### src/rtl/pea_pkg.sv
// Shared PEA types for the divider-sharing arbiter: operation codes, FSM states
// and the default requester count.
package pea_pkg;

  localparam int unsigned N_DIV_REQ = 4;

  typedef enum logic [1:0] {
    DIV_OP_DIV  = 2'b00,
    DIV_OP_DIVU = 2'b01,
    DIV_OP_REM  = 2'b10,
    DIV_OP_REMU = 2'b11
  } div_op_t;

  typedef enum logic [1:0] {
    ARB_IDLE,
    ARB_BUSY,
    ARB_FIX,
    ARB_RESP
  } div_arb_state_t;

  function automatic logic op_is_signed(input div_op_t op);
    return (op == DIV_OP_DIV) || (op == DIV_OP_REM);
  endfunction

  function automatic logic op_is_rem(input div_op_t op);
    return (op == DIV_OP_REM) || (op == DIV_OP_REMU);
  endfunction

endpackage

### src/rtl/s_seq_divider.sv
// Sequential radix-2 restoring divider: one iteration per enabled cycle on operand
// magnitudes, with the sign and divide-by-zero fix applied combinationally at the output.
module s_seq_divider #(
  parameter int unsigned N_BITS = 32
) (
  input  logic              clk_i,
  input  logic              rst_i,
  input  logic              start_i,
  input  logic              enable_i,
  input  logic              signed_i,
  input  logic [N_BITS-1:0] a_i,
  input  logic [N_BITS-1:0] b_i,
  output logic [N_BITS-1:0] quotient_c,
  output logic [N_BITS-1:0] remainder_c,
  output logic              done_c
);

  localparam int unsigned CNT_W = (N_BITS > 1) ? $clog2(N_BITS) : 1;
  localparam logic [CNT_W-1:0] CNT_LAST = CNT_W'(N_BITS - 1);

  logic [N_BITS-1:0] rem_q, quo_q, dvs_q, a_q, b_q;
  logic              sgn_q;
  logic [CNT_W-1:0]  cnt_q;

  logic [N_BITS-1:0] a_mag, b_mag;
  logic [N_BITS:0]   shifted, trial;
  logic              fit, neg_q, neg_r;

  // Operand magnitudes at start and the trial subtraction of the current step
  always_comb begin
    a_mag   = (signed_i && a_i[N_BITS-1]) ? -a_i : a_i;
    b_mag   = (signed_i && b_i[N_BITS-1]) ? -b_i : b_i;
    shifted = {rem_q, quo_q[N_BITS-1]};
    trial   = shifted - {1'b0, dvs_q};
    fit     = ~trial[N_BITS];
  end

  always_ff @(posedge clk_i or posedge rst_i) begin
    if (rst_i) begin
      rem_q <= '0;
      quo_q <= '0;
      dvs_q <= '0;
      a_q   <= '0;
      b_q   <= '0;
      sgn_q <= 1'b0;
      cnt_q <= '0;
    end else if (start_i) begin
      rem_q <= '0;
      quo_q <= a_mag;
      dvs_q <= b_mag;
      a_q   <= a_i;
      b_q   <= b_i;
      sgn_q <= signed_i;
      cnt_q <= '0;
    end else if (enable_i) begin
      rem_q <= fit ? trial[N_BITS-1:0] : shifted[N_BITS-1:0];
      quo_q <= {quo_q[N_BITS-2:0], fit};
      cnt_q <= cnt_q + CNT_W'(1);
    end
  end

  // MIN / -1 falls out naturally: |MIN| / 1 = MIN with matching signs, remainder 0
  always_comb begin
    done_c = enable_i && (cnt_q == CNT_LAST);
    neg_q  = sgn_q && (a_q[N_BITS-1] ^ b_q[N_BITS-1]);
    neg_r  = sgn_q && a_q[N_BITS-1];
    if (b_q == '0) begin
      quotient_c  = '1;
      remainder_c = a_q;
    end else begin
      quotient_c  = neg_q ? -quo_q : quo_q;
      remainder_c = neg_r ? -rem_q : rem_q;
    end
  end

endmodule

### src/rtl/s_div_share_arb.sv
// Round-robin arbiter sharing one sequential divider among N_REQ PEs; returns
// quotient/remainder over a valid/ready response channel, honours stall and flush.
module s_div_share_arb
  import pea_pkg::*;
#(
  parameter int unsigned N_REQ  = N_DIV_REQ,
  parameter int unsigned N_BITS = 32
) (
  input  logic                      clk_i,
  input  logic                      rst_i,
  input  logic                      mage_done_i,
  input  logic                      pea_ready_i,
  input  logic [N_REQ-1:0]          req_valid_i,
  output logic [N_REQ-1:0]          req_ready_o,
  input  logic [2*N_REQ-1:0]        req_op_i,
  input  logic [N_REQ*N_BITS-1:0]   req_a_i,
  input  logic [N_REQ*N_BITS-1:0]   req_b_i,
  output logic                      resp_valid_o,
  input  logic [N_REQ-1:0]          resp_ready_i,
  output logic [$clog2(N_REQ)-1:0]  resp_id_o,
  output logic [N_BITS-1:0]         resp_res_o,
  output logic [N_BITS-1:0]         resp_alt_o,
  output logic                      busy_o
);

  localparam int unsigned ID_W = $clog2(N_REQ);

  div_arb_state_t    state_q, state_d;
  logic [ID_W-1:0]   last_grant_q, gnt_id_q, resp_id_q, cand_id;
  div_op_t           op_q, cand_op;
  logic              resp_valid_q, busy_q, cand_found;
  logic [N_BITS-1:0] resp_res_q, resp_alt_q, cand_a, cand_b, div_q, div_r;
  logic              accept, handshake, div_enable, div_done;

  // Round-robin candidate: first valid requester after the last served one
  always_comb begin : cand_pick
    int idx;
    cand_found = 1'b0;
    cand_id    = '0;
    idx        = 0;
    for (int i = 1; i <= int'(N_REQ); i++) begin
      idx = int'(last_grant_q) + i;
      if (idx >= int'(N_REQ)) idx = idx - int'(N_REQ);
      if (!cand_found && req_valid_i[ID_W'(idx)]) begin
        cand_found = 1'b1;
        cand_id    = ID_W'(idx);
      end
    end
  end

  always_comb begin
    cand_op     = div_op_t'(req_op_i[cand_id*2 +: 2]);
    cand_a      = req_a_i[cand_id*N_BITS +: N_BITS];
    cand_b      = req_b_i[cand_id*N_BITS +: N_BITS];
    accept      = (state_q == ARB_IDLE) && pea_ready_i && !mage_done_i && cand_found;
    handshake   = (state_q == ARB_RESP) && pea_ready_i && !mage_done_i && resp_ready_i[resp_id_q];
    div_enable  = (state_q == ARB_BUSY) && pea_ready_i && !mage_done_i;
    req_ready_o = accept ? (N_REQ'(1) << cand_id) : '0;
  end

  always_ff @(posedge clk_i or posedge rst_i) begin
    if (rst_i) state_q <= ARB_IDLE;
    else       state_q <= state_d;
  end

  always_comb begin
    state_d = state_q;
    if (mage_done_i) begin
      state_d = ARB_IDLE;
    end else begin
      case (state_q)
        ARB_IDLE: if (accept)      state_d = ARB_BUSY;
        ARB_BUSY: if (div_done)    state_d = ARB_FIX;
        ARB_FIX:  if (pea_ready_i) state_d = ARB_RESP;
        ARB_RESP: if (handshake)   state_d = ARB_IDLE;
        default:                   state_d = ARB_IDLE;
      endcase
    end
  end

  // Request capture, response registers and round-robin pointer
  always_ff @(posedge clk_i or posedge rst_i) begin
    if (rst_i) begin
      last_grant_q <= ID_W'(N_REQ - 1);
      gnt_id_q     <= '0;
      op_q         <= DIV_OP_DIV;
      resp_valid_q <= 1'b0;
      busy_q       <= 1'b0;
      resp_id_q    <= '0;
      resp_res_q   <= '0;
      resp_alt_q   <= '0;
    end else begin
      busy_q       <= (state_d != ARB_IDLE);
      resp_valid_q <= (state_d == ARB_RESP);
      if (mage_done_i || handshake) begin
        resp_id_q  <= '0;
        resp_res_q <= '0;
        resp_alt_q <= '0;
      end else if ((state_q == ARB_FIX) && pea_ready_i) begin
        resp_id_q  <= gnt_id_q;
        resp_res_q <= op_is_rem(op_q) ? div_r : div_q;
        resp_alt_q <= op_is_rem(op_q) ? div_q : div_r;
      end
      if (handshake) last_grant_q <= resp_id_q;
      if (accept) begin
        op_q     <= cand_op;
        gnt_id_q <= cand_id;
      end
    end
  end

  s_seq_divider #(.N_BITS(N_BITS)) u_div (
    .clk_i       (clk_i),
    .rst_i       (rst_i),
    .start_i     (accept),
    .enable_i    (div_enable),
    .signed_i    (op_is_signed(cand_op)),
    .a_i         (cand_a),
    .b_i         (cand_b),
    .quotient_c  (div_q),
    .remainder_c (div_r),
    .done_c      (div_done)
  );

  assign resp_valid_o = resp_valid_q;
  assign resp_id_o    = resp_id_q;
  assign resp_res_o   = resp_res_q;
  assign resp_alt_o   = resp_alt_q;
  assign busy_o       = busy_q;

endmodule

### config.mk
export PLATFORM = sky130hd
export DESIGN_NAME = s_div_share_arb
export DESIGN_NICKNAME = d
export VERILOG_FILES = /design/src/rtl/pea_pkg.sv /design/src/rtl/s_seq_divider.sv /design/src/rtl/s_div_share_arb.sv
export SDC_FILE = /design/constraint.sdc
export NUM_CORES = 1
export LEC_CHECK = 0
export ABC_AREA = 1
export CAP_MARGIN = 20
export CELL_PAD_IN_SITES_DETAIL_PLACEMENT = 0
export CELL_PAD_IN_SITES_GLOBAL_PLACEMENT = 2
export CORE_MARGIN = 8
export CORE_UTILIZATION = 31
export CTS_CLUSTER_SIZE = 25
export DETAILED_ROUTE_END_ITERATION = 6
export PLACE_DENSITY = 0.93
export SLEW_MARGIN = 0
export SYNTH_ARGS = -nofsm -noshare
export SYNTH_HDL_FRONTEND = slang
export SYNTH_HIERARCHICAL = 1
export SYNTH_SLANG_ARGS = --single-unit
### constraint.sdc
create_clock -name clk_i -period 10.5 [get_ports clk_i]
set_input_delay 2.1 -clock clk_i [delete_from_list [all_inputs] [get_ports clk_i]]
set_output_delay 2.1 -clock clk_i [all_outputs]
set_load 0.02 [all_outputs]
==> results of run 1 <==
per-stage QoR:
step / hold slack [ns] / power [mW] / area, sq um
finish: 0.469 / 3.40 / 24300
global route: 0.487 / 3.62 / 24300
CTS: 0.473 / 3.42 / 24300
detailed placement: 0.459 / 2.37 / 23300
global placement: 0.454 / 2.36 / 23300
floorplan: 0.442 / 1.93 / 19300
worst min-delay path: cells and delay by family, from the launching register on:
kind	cells	cell delay, ns
DFF	1	0.34
and+or+nand+nor	2	0.10
cell type report:
class | instances | share of cell area
sequential | 240 | 0.247
antenna | 2 | 0.000206
timing repair buffer | 371 | 0.151
multi-input combinational | 2274 | 0.457
clock inverter | 6 | 0.00442
inverter | 398 | 0.0619
clock buffer | 44 | 0.0355
tap | 837 | 0.0431
sequential cells by signal (all words and copies together), names as in the netlist, 2 cells and up:
name,cells
resp_id_o,2
u_div/a_q,32
u_div/cnt_q,5
u_div/quo_q,32
resp_alt_o,32
u_div/b_q,31
last_grant_q,2
u_div/rem_q,32
u_div/dvs_q,32
gnt_id_q,2
resp_res_o,32
state_q,2
how the worst max path moves through the flow:
stage | to | slack [ns] | depth (start not counted)
finish | req_ready_o[3] | 2.87 | 12
floorplan | u_div/a_q[0] | 3.94 | 1
global route | req_ready_o[1] | 2.54 | 12
detailed placement | req_ready_o[3] | 2.80 | 12
global placement | req_ready_o[3] | 2.80 | 12
CTS | req_ready_o[1] | 2.80 | 12
metal layers:
metal,global-route usage,part of all wire
met1,0.309,0.47
met2,0.341,0.45
met3,0.0430,0.069
met4,0.0282,0.011
met5,0,0
where the power goes:
group	internal [mW]	leakage (nW)	switching [mW]	total, mW
registers	1.05	3.14	0.111	1.16
clock network	0.632	0.474	0.405	1.04
logic	0.404	7.86	0.799	1.20
cells by family after synthesis:
| kind of cell | Yosys count | share of synthesized area |
|---|---|---|
| compound gates | 458 | 0.135 |
| xor+xnor | 45 | 0.0204 |
| fa+ha+maj | 39 | 0.0256 |
| buf+inv | 555 | 0.116 |
| flops | 240 | 0.311 |
| simple gates | 1732 | 0.391 |
synth_stat cells, types with 15 or more instances:
cell type  instances
nor2_1           166
nand3_1          467
o21ai_0          215
a21oi_1          121
buf_1             20
nand2_1          930
inv_1            388
nand4_1           89
o211ai_1          57
o31ai_1           15
nor3_1            32
dfrtp_1          238
ha_1              38
clkbuf_1          73
buf_2             45
xor2_1            31
==> impl_metrics.toml, run 1 <==
[outcome]
run_status = "finished, final reports clean"

[worst_setup_path]
worst_setup_path_start_kind = "input pin"
cp_num_buf_inv = 3
path_delay_family = "buffers and inverters"
cp.required_ns = 8.40
crit_path_cell_trace = "clkdlybuf4s50_1, nand2_1, nand2_1, nand2_1, nand2_1, nand2_1, nand3_1, nand3_4, inv_4, nand2_1, nor2_1, clkdlybuf4s50_1"
critPathMaxStageDelay_ns = 0.71
worst-path-max-fanout = 64
r2r_setup_slack_ns = 5.09
path_class = "in -> out"
startpoint = "req_valid_i[3]"
timing.rr.end = "u_div/dvs_q[21]"
r2r_cells = 20
endpoint_kind = "output port"
crit_top_cell = "nand2_1"
crit_arrival_ns = 5.53
r2r_start = "last_grant_q[0]"
slowest_stage = "inv_4"

[timing]
fin_crit_sh = 0.726
drv_slew = 0
hold_viol = 0
setup_viol = 0
tightest_slew_ns = 0.924
fmax_mhz = 131
fin_skew_ns = 0.0127
slew_headroom = 0.384
final.min_clock_period_ns = 7.63
fin_setup_tns_ns = 0
rsz0062_at_grt = "false"
setup_ws_ns = 2.87

[hold_path]
holdPathEnd = "u_div/b_q[12]"
worst_hold_startpoint = "u_div/b_q[12]"
hp-class = "reg -> reg"
hold_path_depth = 2

[routing]
first_pass_iters = 6
viasPerCell = 5.02
drc = 0
ant_nets = 0
dr_total_vias = 20900
wl_per_cell_um = 18.9
wl_um = 78800
dr.first_iter.drc_count = 1750

[cts]
ctsHoldBuffers = 0
clk_pin_slew_ns = 0.06
cts_root_buffer = "clkbuf_16"
cts_tree = "done"
post_cts_resized = 0
clock_sinks = 240
clk_path_buf_depth = 3
clk_latency_ns = 0.56
cts_buffers = 29
cts_max_level = 1
postCtsSetupRepairBufs = 0

[logic_synthesis]
netlist_area_sq_um = 19300
synth_edf_count = 0
synth_top_area_share = 0.308
yosys_warnings = 6
synthFlopType = "dfrtp_1"
async_flop_share = 1.00
synth_area_leaders = "dfrtp_1, nand2_1, nand3_1, inv_1, o21ai_0"
ys_seq_area_frac = 0.311
avgSynthCellArea_sq_um = 6.30
synth_nets = 3384
synth_top_cell_by_area = "dfrtp_1"
synth_seq_cells = 240
syn_inst = 3069
synthDistinctLibCells = 52

[die]
die_w_um = 266
start_util = 0.313
core-area_sq_um = 61700
num_rows = 91
die_area_sq_um = 70600
io_pins = 348
die_h_um = 266

[placed_design]
place_ws_ns = 2.80
dp_hpwl_um = 62500
place.gp.congestion = 0.901
dp.cells = 4119
port_buffers = 347

[cells_and_area]
instances_no_fill = 4172
multi_input_area_sq_um = 11100
seqCellArea_sq_um = 6010
syn_to_final_growth_pct = 25.8
fill_cells = 6789
layout-drive-gt1-share = 0.0372
utilization = 0.394
layout.nets = 3629
final_cell_mix = "nand2_1, nand3_1, inv_1, clkdlybuf4s50_1, dfrtp_1"
layout_commonest_cell = "nand2_1"

[global_route]
grt_pass1_vias = 20000
grt_max_degree = 119
grtUsageTotal = 0.216
grt_pass1_wl_um = 121000
overflow = 0
antenna_found_initial = 1

[flow_run]
cap_violations = 0

[pwr]
ir_drop_mv = 0.114
p_per_area_nw_per_um2 = 140
power.leakage_nw = 11.5
Note: power is estimated with default switching activity, not from simulation.
==> run 2: changes to the inputs <==
--- a/config.mk
+++ b/config.mk
@@ -10,10 +10,10 @@
 export CELL_PAD_IN_SITES_DETAIL_PLACEMENT = 0
 export CELL_PAD_IN_SITES_GLOBAL_PLACEMENT = 2
 export CORE_MARGIN = 8
-export CORE_UTILIZATION = 31
+export CORE_UTILIZATION = 26
 export CTS_CLUSTER_SIZE = 25
 export DETAILED_ROUTE_END_ITERATION = 6
-export PLACE_DENSITY = 0.93
+export PLACE_DENSITY = 0.84
 export SLEW_MARGIN = 0
 export SYNTH_ARGS = -nofsm -noshare
 export SYNTH_HDL_FRONTEND = slang
==> constraint.sdc (replaced) <==
create_clock -name clk_i -period 6.62 [get_ports clk_i]
set_input_delay 1.324 -clock clk_i [delete_from_list [all_inputs] [get_ports clk_i]]
set_output_delay 1.324 -clock clk_i [all_outputs]
set_load 0.02 [all_outputs]
==> impl_metrics.toml, run 2 (synthesis results as in run 1) <==
[routing]
viasPerCell = 4.88
dr.first_iter.drc_count = 1423
drc = 0
first_pass_iters = 6
wl_per_cell_um = 18.8
ant_nets = 0
dr_total_vias = 21100
wl_um = 81300

[cts]
clk_latency_ns = 0.59
cts_buffers = 31
post_cts_resized = 0
clk_pin_slew_ns = 0.06
ctsHoldBuffers = 0
postCtsSetupRepairBufs = 0
cts_root_buffer = "clkbuf_16"
cts_tree = "done"
cts_max_level = 1
clk_path_buf_depth = 3
clock_sinks = 240

[timing]
rsz0062_at_grt = "false"
hold_viol = 0
drv_slew = 0
setup_viol = 0
fin_skew_ns = 0.0214
final.min_clock_period_ns = 5.16
slew_headroom = 0.288
fmax_mhz = 194
fin_crit_sh = 0.779
tightest_slew_ns = 1.07
fin_setup_tns_ns = 0
holdWs_ns = 0.473

[placed_design]
placed_area_sq_um = 23600
dp.cells = 4257
dp_hpwl_um = 64400
place.gp.congestion = 0.870
port_buffers = 347

[worst_setup_path]
worst_setup_path_start_kind = "input pin"
startpoint = "req_valid_i[3]"
r2r_start = "last_grant_q[0]"
worst-path-max-fanout = 36
setup.worst_path.end = "req_ready_o[3]"
critPathMaxStageDelay_ns = 0.62
cp.required_ns = 5.30
path_class = "in -> out"
cp_num_buf_inv = 3
r2r_setup_slack_ns = 2.40
slowest_stage = "clkdlybuf4s50_1"
crit_arrival_ns = 3.84
crit_path_cell_trace = "clkdlybuf4s50_1, nand2_1, nand2_1, nand2_1, nand2_1, nand2_1, nand3_1, nand3_4, inv_4, nand2_1, nor2_1, clkdlybuf4s50_1"
timing.rr.end = "u_div/quo_q[27]"
path_delay_family = "buffers and inverters"
endpoint_kind = "output port"
r2r_cells = 22
crit_top_cell = "nand2_1"
cp.depth = 12

[die]
die_area_sq_um = 83300
num_rows = 100
core-area_sq_um = 74100
start_util = 0.261
io_pins = 348
die_w_um = 289
die_h_um = 289

[pwr]
power.leakage_nw = 11.5
ir_drop_mv = 0.175
p_per_area_nw_per_um2 = 221

[cells_and_area]
layout-drive-gt1-share = 0.0419
layout.nets = 3636
diodes = 0
final_area_sq_um = 24600
fill_cells = 8327
syn_to_final_growth_pct = 27.0
layout_commonest_cell = "nand2_1"
instances_no_fill = 4313
final_cell_mix = "nand2_1, nand3_1, inv_1, clkdlybuf4s50_1, dfrtp_1"

[flow_run]
cap_violations = 0

[hold_path]
hp-class = "reg -> reg"
hold_path_depth = 2

[global_route]
grt_pass1_wl_um = 124000
grt_max_degree = 166
grt_pass1_vias = 20500
overflow = 0
antenna_found_initial = 1
grtUsageTotal = 0.189

[outcome]
run_status = "finished, final reports clean"
## run 2: cell count changes in the layout (fill, tap and decap cells not counted), moves of 2 or more
| cell | delta |
|---|---|
| diode_2 | -2 |
| bufinv_16 | -3 |
| inv_6 | +2 |
| clkbuf_8 | -2 |
| clkinv_4 | +5 |
| clkbuf_1 | -5 |
| clkinv_2 | +7 |
| buf_12 | +4 |
| buf_4 | +2 |
| clkbuf_16 | +2 |
## run 2: where the power goes
group          internal, mW  switching, mW
Sequential             1.67          0.179
Clock                 0.925          0.710
Combinational         0.647           1.30
Total                  3.24           2.19
## run 2: metrics by stage
stage / util / worst slack, ns / total power [mW]
after floorplan: - / 0.834 / 3.06
after global placement: 0.318 / 1.46 / 3.80
after detailed placement: 0.318 / 1.45 / 3.81
after CTS: 0.332 / 1.45 / 5.47
after global routing: 0.332 / 1.26 / 5.80
final: 0.332 / 1.46 / 5.43
## run 2: final cells by class
| class | count | area [sq um] | share of cell area |
|---|---|---|---|
| multi-input combinational | 2274 | 11100 | 0.452 |
| sequential | 240 | 6010 | 0.245 |
| tap | 969 | 1210 | 0.0494 |
| inverter | 398 | 1510 | 0.0613 |
| timing repair buffer | 376 | 3740 | 0.152 |
| clock inverter | 17 | 114 | 0.00464 |
| clock buffer | 39 | 866 | 0.0353 |
## run 2: worst min-delay path by stage
stage                               end     startpoint
after floorplan            u_div/a_q[0]   u_div/a_q[0]
after global placement     u_div/a_q[4]   u_div/a_q[4]
after detailed placement   u_div/a_q[4]   u_div/a_q[4]
after CTS                 u_div/b_q[23]  u_div/b_q[23]
after global routing      u_div/b_q[23]  u_div/b_q[23]
final                     u_div/b_q[23]  u_div/b_q[23]
## run 2: worst register-to-register path, delay by kind of cell, from the launching register on
| kind | cells | cell delay (ns) |
|---|---|---|
| and+or+nand+nor | 17 | 2.53 |
| DFF | 1 | 0.68 |
| buffers and inverters | 3 | 0.60 |
| AOI/OAI and AO/OA | 2 | 0.27 |
## run 2: per-layer routing
metal  global-route usage  routed length (um)  part of all wire  vias up
met4               0.0444                1850             0.023        2
li1                     -                   -                 -    10600
met5                    0                  13           0.00016        -
met1                0.271               38800              0.48     9755
met2                0.291               35400              0.44      624
met3               0.0364                5210             0.064       85
